$ cat src/rtl/reg_writeback_queue.sv
// reg_writeback_queue
// Write-side front end for the 32x64 register file. Accepts results from the
// memory/load path and the ALU, holds them in a small in-order queue and
// drains one entry per cycle onto the register file's synchronous write port.
// Writes to register 0 are accepted and discarded (X0 is hardwired zero).
// Optional feature, macro WBQ_FORWARD_EN: combinational forwarding of pending
// values to two decode read indices. With the macro undefined HIT_x and
// FWD_DATA_x are tied to zero and no search logic exists.
module reg_writeback_queue #(
   parameter int DEPTH      = 4,
   parameter int DATA_WIDTH = 64,
   parameter int ADDR_WIDTH = 5
) (
   input  logic                         CLK,
   input  logic                         RST_N,
   input  logic                         MEM_VALID,
   input  logic [ADDR_WIDTH-1:0]        MEM_REG,
   input  logic [DATA_WIDTH-1:0]        MEM_DATA,
   output logic                         MEM_READY,
   input  logic                         ALU_VALID,
   input  logic [ADDR_WIDTH-1:0]        ALU_REG,
   input  logic [DATA_WIDTH-1:0]        ALU_DATA,
   output logic                         ALU_READY,
   output logic [ADDR_WIDTH-1:0]        WRITE_REG,
   output logic [DATA_WIDTH-1:0]        WRITE_DATA,
   output logic                         REG_WRITE_ENABLE,
   output logic [$clog2(DEPTH+1)-1:0]   COUNT,
   input  logic [ADDR_WIDTH-1:0]        LOOKUP_REG_A,
   input  logic [ADDR_WIDTH-1:0]        LOOKUP_REG_B,
   output logic                         HIT_A,
   output logic                         HIT_B,
   output logic [DATA_WIDTH-1:0]        FWD_DATA_A,
   output logic [DATA_WIDTH-1:0]        FWD_DATA_B
);

   localparam int CW = $clog2(DEPTH + 1);
   localparam int PW = $clog2(DEPTH);
   localparam logic [CW-1:0] DEPTH_C = CW'(DEPTH);

   // queue storage
   logic [ADDR_WIDTH-1:0] r_reg_q  [DEPTH];
   logic [DATA_WIDTH-1:0] r_data_q [DEPTH];

   logic [PW-1:0]         r_head;
   logic [PW-1:0]         r_tail;
   logic [CW-1:0]         r_count;
   logic                  r_wen;
   logic [ADDR_WIDTH-1:0] r_wreg;
   logic [DATA_WIDTH-1:0] r_wdata;

   logic [CW-1:0]         w_free;
   logic                  w_mem_fire;
   logic                  w_alu_fire;
   logic                  w_mem_store;
   logic                  w_alu_store;
   logic                  w_pop;
   logic [PW-1:0]         w_alu_slot;

   // Free space uses the registered count only: a same-cycle pop is not
   // credited, so a full queue refuses pushes even while it drains.
   assign w_free    = DEPTH_C - r_count;
   assign MEM_READY = (w_free >= CW'(1));
   // MEM carries the older instruction, so it owns the last free slot.
   assign ALU_READY = (w_free >= CW'(2)) ||
                      ((w_free == CW'(1)) && !(MEM_VALID && (MEM_REG != '0)));

   assign w_mem_fire  = MEM_VALID && MEM_READY;
   assign w_alu_fire  = ALU_VALID && ALU_READY;
   assign w_mem_store = w_mem_fire && (MEM_REG != '0);
   assign w_alu_store = w_alu_fire && (ALU_REG != '0);
   assign w_pop       = (r_count != '0);
   // ALU lands behind the MEM entry when both are stored this cycle.
   assign w_alu_slot  = w_mem_store ? (r_tail + PW'(1)) : r_tail;

   // Write accepted non-zero results into the queue slots.
   // NOTE: the payload array has no reset; occupancy is tracked by r_count,
   // so stale contents are never observed and the RAM stays reset-free.
   always_ff @(posedge CLK) begin
      if (w_mem_store) begin
         r_reg_q[r_tail]  <= MEM_REG;
         r_data_q[r_tail] <= MEM_DATA;
      end
      if (w_alu_store) begin
         r_reg_q[w_alu_slot]  <= ALU_REG;
         r_data_q[w_alu_slot] <= ALU_DATA;
      end
   end

   // Advance pointers and count; drain the head onto the write port.
   // NOTE: sequential state uses non-blocking assignments so every register
   // samples pre-edge values regardless of statement order.
   always_ff @(posedge CLK or negedge RST_N) begin
      if (!RST_N) begin
         r_head  <= '0;
         r_tail  <= '0;
         r_count <= '0;
         r_wen   <= 1'b0;
         r_wreg  <= '0;
         r_wdata <= '0;
      end else begin
         r_tail  <= r_tail + PW'(w_mem_store) + PW'(w_alu_store);
         r_count <= r_count + CW'(w_mem_store) + CW'(w_alu_store) - CW'(w_pop);
         if (w_pop) begin
            r_wen   <= 1'b1;
            r_wreg  <= r_reg_q[r_head];
            r_wdata <= r_data_q[r_head];
            r_head  <= r_head + PW'(1);
         end else begin
            r_wen   <= 1'b0;
         end
      end
   end

   assign WRITE_REG        = r_wreg;
   assign WRITE_DATA       = r_wdata;
   assign REG_WRITE_ENABLE = r_wen;
   assign COUNT            = r_count;

`ifdef WBQ_FORWARD_EN
   // Search oldest to youngest so the youngest match overwrites earlier ones:
   // output register first, then queue entries from head towards tail.
   function automatic logic [DATA_WIDTH:0] f_search(input logic [ADDR_WIDTH-1:0] idx);
      logic [DATA_WIDTH:0] res;
      logic [PW-1:0]       slot;
      res = '0;
      if (idx != '0) begin
         if (r_wen && (r_wreg == idx)) res = {1'b1, r_wdata};
         for (int i = 0; i < DEPTH; i++) begin
            slot = r_head + PW'(i);
            if ((CW'(i) < r_count) && (r_reg_q[slot] == idx))
               res = {1'b1, r_data_q[slot]};
         end
      end
      return res;
   endfunction

   // Forwarding lookups for both decode read ports.
   // NOTE: outputs get a full default inside the function before any
   // conditional update, so no latch is inferred.
   always_comb begin
      {HIT_A, FWD_DATA_A} = f_search(LOOKUP_REG_A);
      {HIT_B, FWD_DATA_B} = f_search(LOOKUP_REG_B);
   end
`else
   logic w_unused_lookup;
   assign w_unused_lookup = ^{LOOKUP_REG_A, LOOKUP_REG_B};
   assign HIT_A      = 1'b0;
   assign HIT_B      = 1'b0;
   assign FWD_DATA_A = '0;
   assign FWD_DATA_B = '0;
`endif

endmodule
$ cat config.mk
export PLATFORM = sky130hd
export DESIGN_NAME = reg_writeback_queue
export DESIGN_NICKNAME = d
export VERILOG_FILES = /design/src/rtl/reg_writeback_queue.sv
export SDC_FILE = /design/constraint.sdc
export NUM_CORES = 1
export LEC_CHECK = 0
export ABC_CLOCK_PERIOD_IN_PS = 9000
export CAP_MARGIN = 20
export CORE_UTILIZATION = 31
export DETAILED_ROUTE_END_ITERATION = 12
export HOLD_SLACK_MARGIN = 0.1
export PLACE_DENSITY_LB_ADDON = 0.25
export SETUP_SLACK_MARGIN = 0.15
export SLEW_MARGIN = 20
export SYNTH_ARGS = -nofsm -noshare
export SYNTH_HDL_FRONTEND = slang
export SYNTH_SLANG_ARGS = --single-unit
$ cat constraint.sdc
create_clock -name CLK -period 9 [get_ports CLK]
set_input_delay 0.9 -clock CLK [delete_from_list [all_inputs] [get_ports CLK]]
set_output_delay 0.9 -clock CLK [all_outputs]
set_load 0.02 [all_outputs]
==> key figures <==
Outcome
  – Status: finished, final reports clean

Critical path
  – Critical Path End Type: flip-flop
  – Crit Path Max Fanout: 37
  – WP data arrival: roughly 4.6 ns
  – CP max stage cell: buf_4
  – Crit path kind: reg2reg
  – CP required: between 9 and 10 ns
  – WP buf/inv: 4
  – Cell mode on critical path: buf_4
  – Critical path launch point type: flip-flop
  – CP Cell Sequence: inv_1 -> ha_1 -> ha_4 -> or4b_1 -> o311ai_4 -> inv_2 -> and3_1 -> o21ai_4 -> buf_4 -> buf_4 -> mux2_2
  – R2r startpoint: COUNT[1]$_DFF_PN0_
  – Setup crit start: COUNT[1]$_DFF_PN0_
  – CP top delay family: buffers and inverters
  – Max incr delay on CP: ~0.65 ns

Placement
  – Detail Placement HPWL: 26000 µm
  – IO buf count: around 220
  – Place WS: approximately 4.2 ns
  – Placed Instance Area: 20100 µm²
  – Placed instance count: 2084
  – Placer's final routability congestion estimate: approximately 0.69

Cells and area
  – Ant. Diodes: 0
  – Nets: 1545
  – Non-filler cells, final: between 2000 and 2500
  – Area Growth Syn to Fin: 22.3%
  – Design Area, Final: around 21000 µm²
  – Fin util: just under 40%
  – Layout cells sized above 1: a little under a third

Drt
  – Met1 WL: between 15000 and 20000 µm
  – DR vias: between 9000 and 10000
  – 1st-iter DRT viols: about 550
  – WL/cell: around 21 µm
  – DR vias/cell: 4.57
  – Max Used Layer: met5
  – TritonRoute pass-1 iters: 4
  – Residual DRC: 0
  – Post-route ant nets: 0
  – DR WL met3: approximately 2500 µm
  – Met2 routed WL: about 23000 µm
  – Final WL: 45200 µm

Timing
  – Hold Vio Cnt, Final: 0
  – Fmax achieved: 0.233 GHz
  – Worst Tran Pin Value: ~0.93 ns
  – Setup TNS: 0 ns
  – Fin Hold WS: approximately 0.43 ns
  – Setup Skew: 0.0188 ns
  – Setup Viol. Count Final: 0
  – Slew margin rel.: 37.7%
  – Pins Over Slew Limit: 0
  – Period utilisation layout: a little under half
  – RSZ-0062 raised after global routing: no
  – Final worst slack: approximately 4.7 ns
  – Min Tclk post-route: roughly 4.3 ns

Synth
  – Synthesized netlist cell count: 1160
  – #FFs+latches synth: approximately 350
  – Distinct cells, synth: 34
  – Area leader, netlist: edfxtp_1
  – Avg Cell Area, Syn: about 15 µm²
  – Synthesized area: ~18000 µm²
  – Synth top area share: a little under half
  – Sequential share of the synthesized area: between 50 and 60%
  – Synth area leaders: edfxtp_1, mux2_2, dfrtp_1
  – Yosys warns: 0

Floorplanning
  – Num rows: between 80 and 90
  – Die ar.: 57500 µm²
  – Die X: 240 µm
  – I/O Pins: around 360
  – Core ar.: between 50000 and 60000 µm²
  – DIE HEIGHT: 240 µm
  – Initial core utilization: 31.6%

Clock tree
  – Sink Count: between 300 and 400
  – # hold bufs at CTS: 0
  – CTS tree: done
  – Cts bufs inserted: 43
  – Gates resized, CTS repair: 0
  – Post-CTS setup buffers: 0
  – Max clock buf depth: 3
  – Worst-path clk slew: approximately 0.060 ns
  – CTS root buf: clkbuf_16
  – H-tree Lvls: 2
  – Clock latency on the worst-skew pair: ~0.55 ns

Global route
  – Tot GR Track Use: between 15 and 20%
  – Largest net degree at the start of global routing: 58
  – Initial antenna violation count: 2
  – GR Overflow Total: 0
  – First-pass GRT wire length: around 67000 µm
  – Number of global-route vias before repair: about 10000

Power
  – Final Total Pwr: between 7 and 8 mW
  – Leak Pwr: a little over 8 nW
  – Worst VDD drop: 0.000231 V
  – Pwr dens: roughly 370 nW/µm²

Min path
  – Hold crit path type: in2async

Flow run
  – MaxCap Viol Count: 0
-- layout by cell type (no fill, tap or decap), types with 2 or more instances in the layout --
cell type,n
nor2_1,3
clkbuf_8,5
clkinv_2,6
dfrtp_4,2
clkdlybuf4s50_1,215
nor3_1,3
dfrtp_1,75
fa_1,3
clkbuf_1,17
o21ai_4,7
nand2_1,213
inv_1,9
inv_6,2
clkbuf_16,45
mux2_2,246
edfxtp_1,276
mux4_2,69
ha_1,8
clkinv_1,2
buf_4,23
xnor2_1,3
or4b_1,2
xor2_1,2
a22oi_1,4
mux2_4,29
conb_1,130
and3_1,2
-- path summary, 6_finish.rpt --
path,slack (ns),endpoint,depth (start not counted)
setup / recovery,4.72,r_data_q[3][26]$_DFFE_PP_,11
hold / removal,0.43,WRITE_DATA[21]$_DFFE_PN0P_,1
setup reg to reg,4.72,r_data_q[3][26]$_DFFE_PP_,11
hold reg to reg,0.46,WRITE_DATA[46]$_DFFE_PN0P_,2
max in group asynchronous,7.48,r_head[0]$_DFFE_PN0P_,2
min in group CLK,0.46,WRITE_DATA[46]$_DFFE_PN0P_,2
-- Yosys cell counts, drive strengths merged --
library cell,number
a21oi,1
a22oi,4
and3,2
buf,173
clkbuf,18
conb,1
dfrtp,77
edfxtp,276
fa,3
ha,9
inv,11
mux2,276
mux4,69
nand2,213
nor2,3
nor2b,1
nor3,3
nor4b,1
o21ai,8
o311ai,1
o31ai,1
or3,1
or4,1
or4b,2
xnor2,3
xor2,2
-- state kept, by name (all words and copies together), names as in the netlist --
name and cells:
WRITE_DATA 64, REG_WRITE_ENABLE 1, WRITE_REG 5, r_data_q 256, COUNT 3, r_head 2, r_reg_q 20, r_tail 2
-- where the power goes --
group	internal (mW)	switching [mW]
Clock	0.992	0.684
Sequential	2.72	0.320
Combinational	1.42	1.77
Total	5.14	2.77
-- routing by layer --
layer | up-vias | track usage (%)
li1 | 4468 | -
met1 | 5059 | 19.8
met2 | 307 | 27.2
met3 | 57 | 3.44
met4 | 4 | 4.54
met5 | - | 0
-- logic make-up after synthesis --
| logic type | share of synthesized area [%] |
|---|---|
| AOI/OAI and AO/OA | 0.685 |
| xor gates and xnor gates | 0.250 |
| adders and majority gates | 0.984 |
| buffers and inverters | 7.56 |
| DFF | 58.2 |
| muxes | 27.2 |
| other | 0.0214 |
| and+or+nand+nor | 5.06 |
-- worst reg2reg max path, stage by stage (launching register included) --
cell and delay (ns):
dfrtp_1 0.45, inv_1 0.12, ha_1 0.23, ha_4 0.27, or4b_1 0.54, o311ai_4 0.17, inv_2 0.18, and3_1 0.26
o21ai_4 0.14, buf_4 0.52, buf_4 0.66, mux2_2 0.48
-- cell type report --
type	count	area, µm²
Tap cell	748	936
Clock buffer	67	1260
Fill cell	5277	34100
Sequential cell	353	10200
Inverter	11	42.5
Clock inverter	12	96.3
Multi-Input combinational cell	734	6580
Timing Repair Buffer	238	2320
Note: power is estimated with default switching activity, not from simulation.
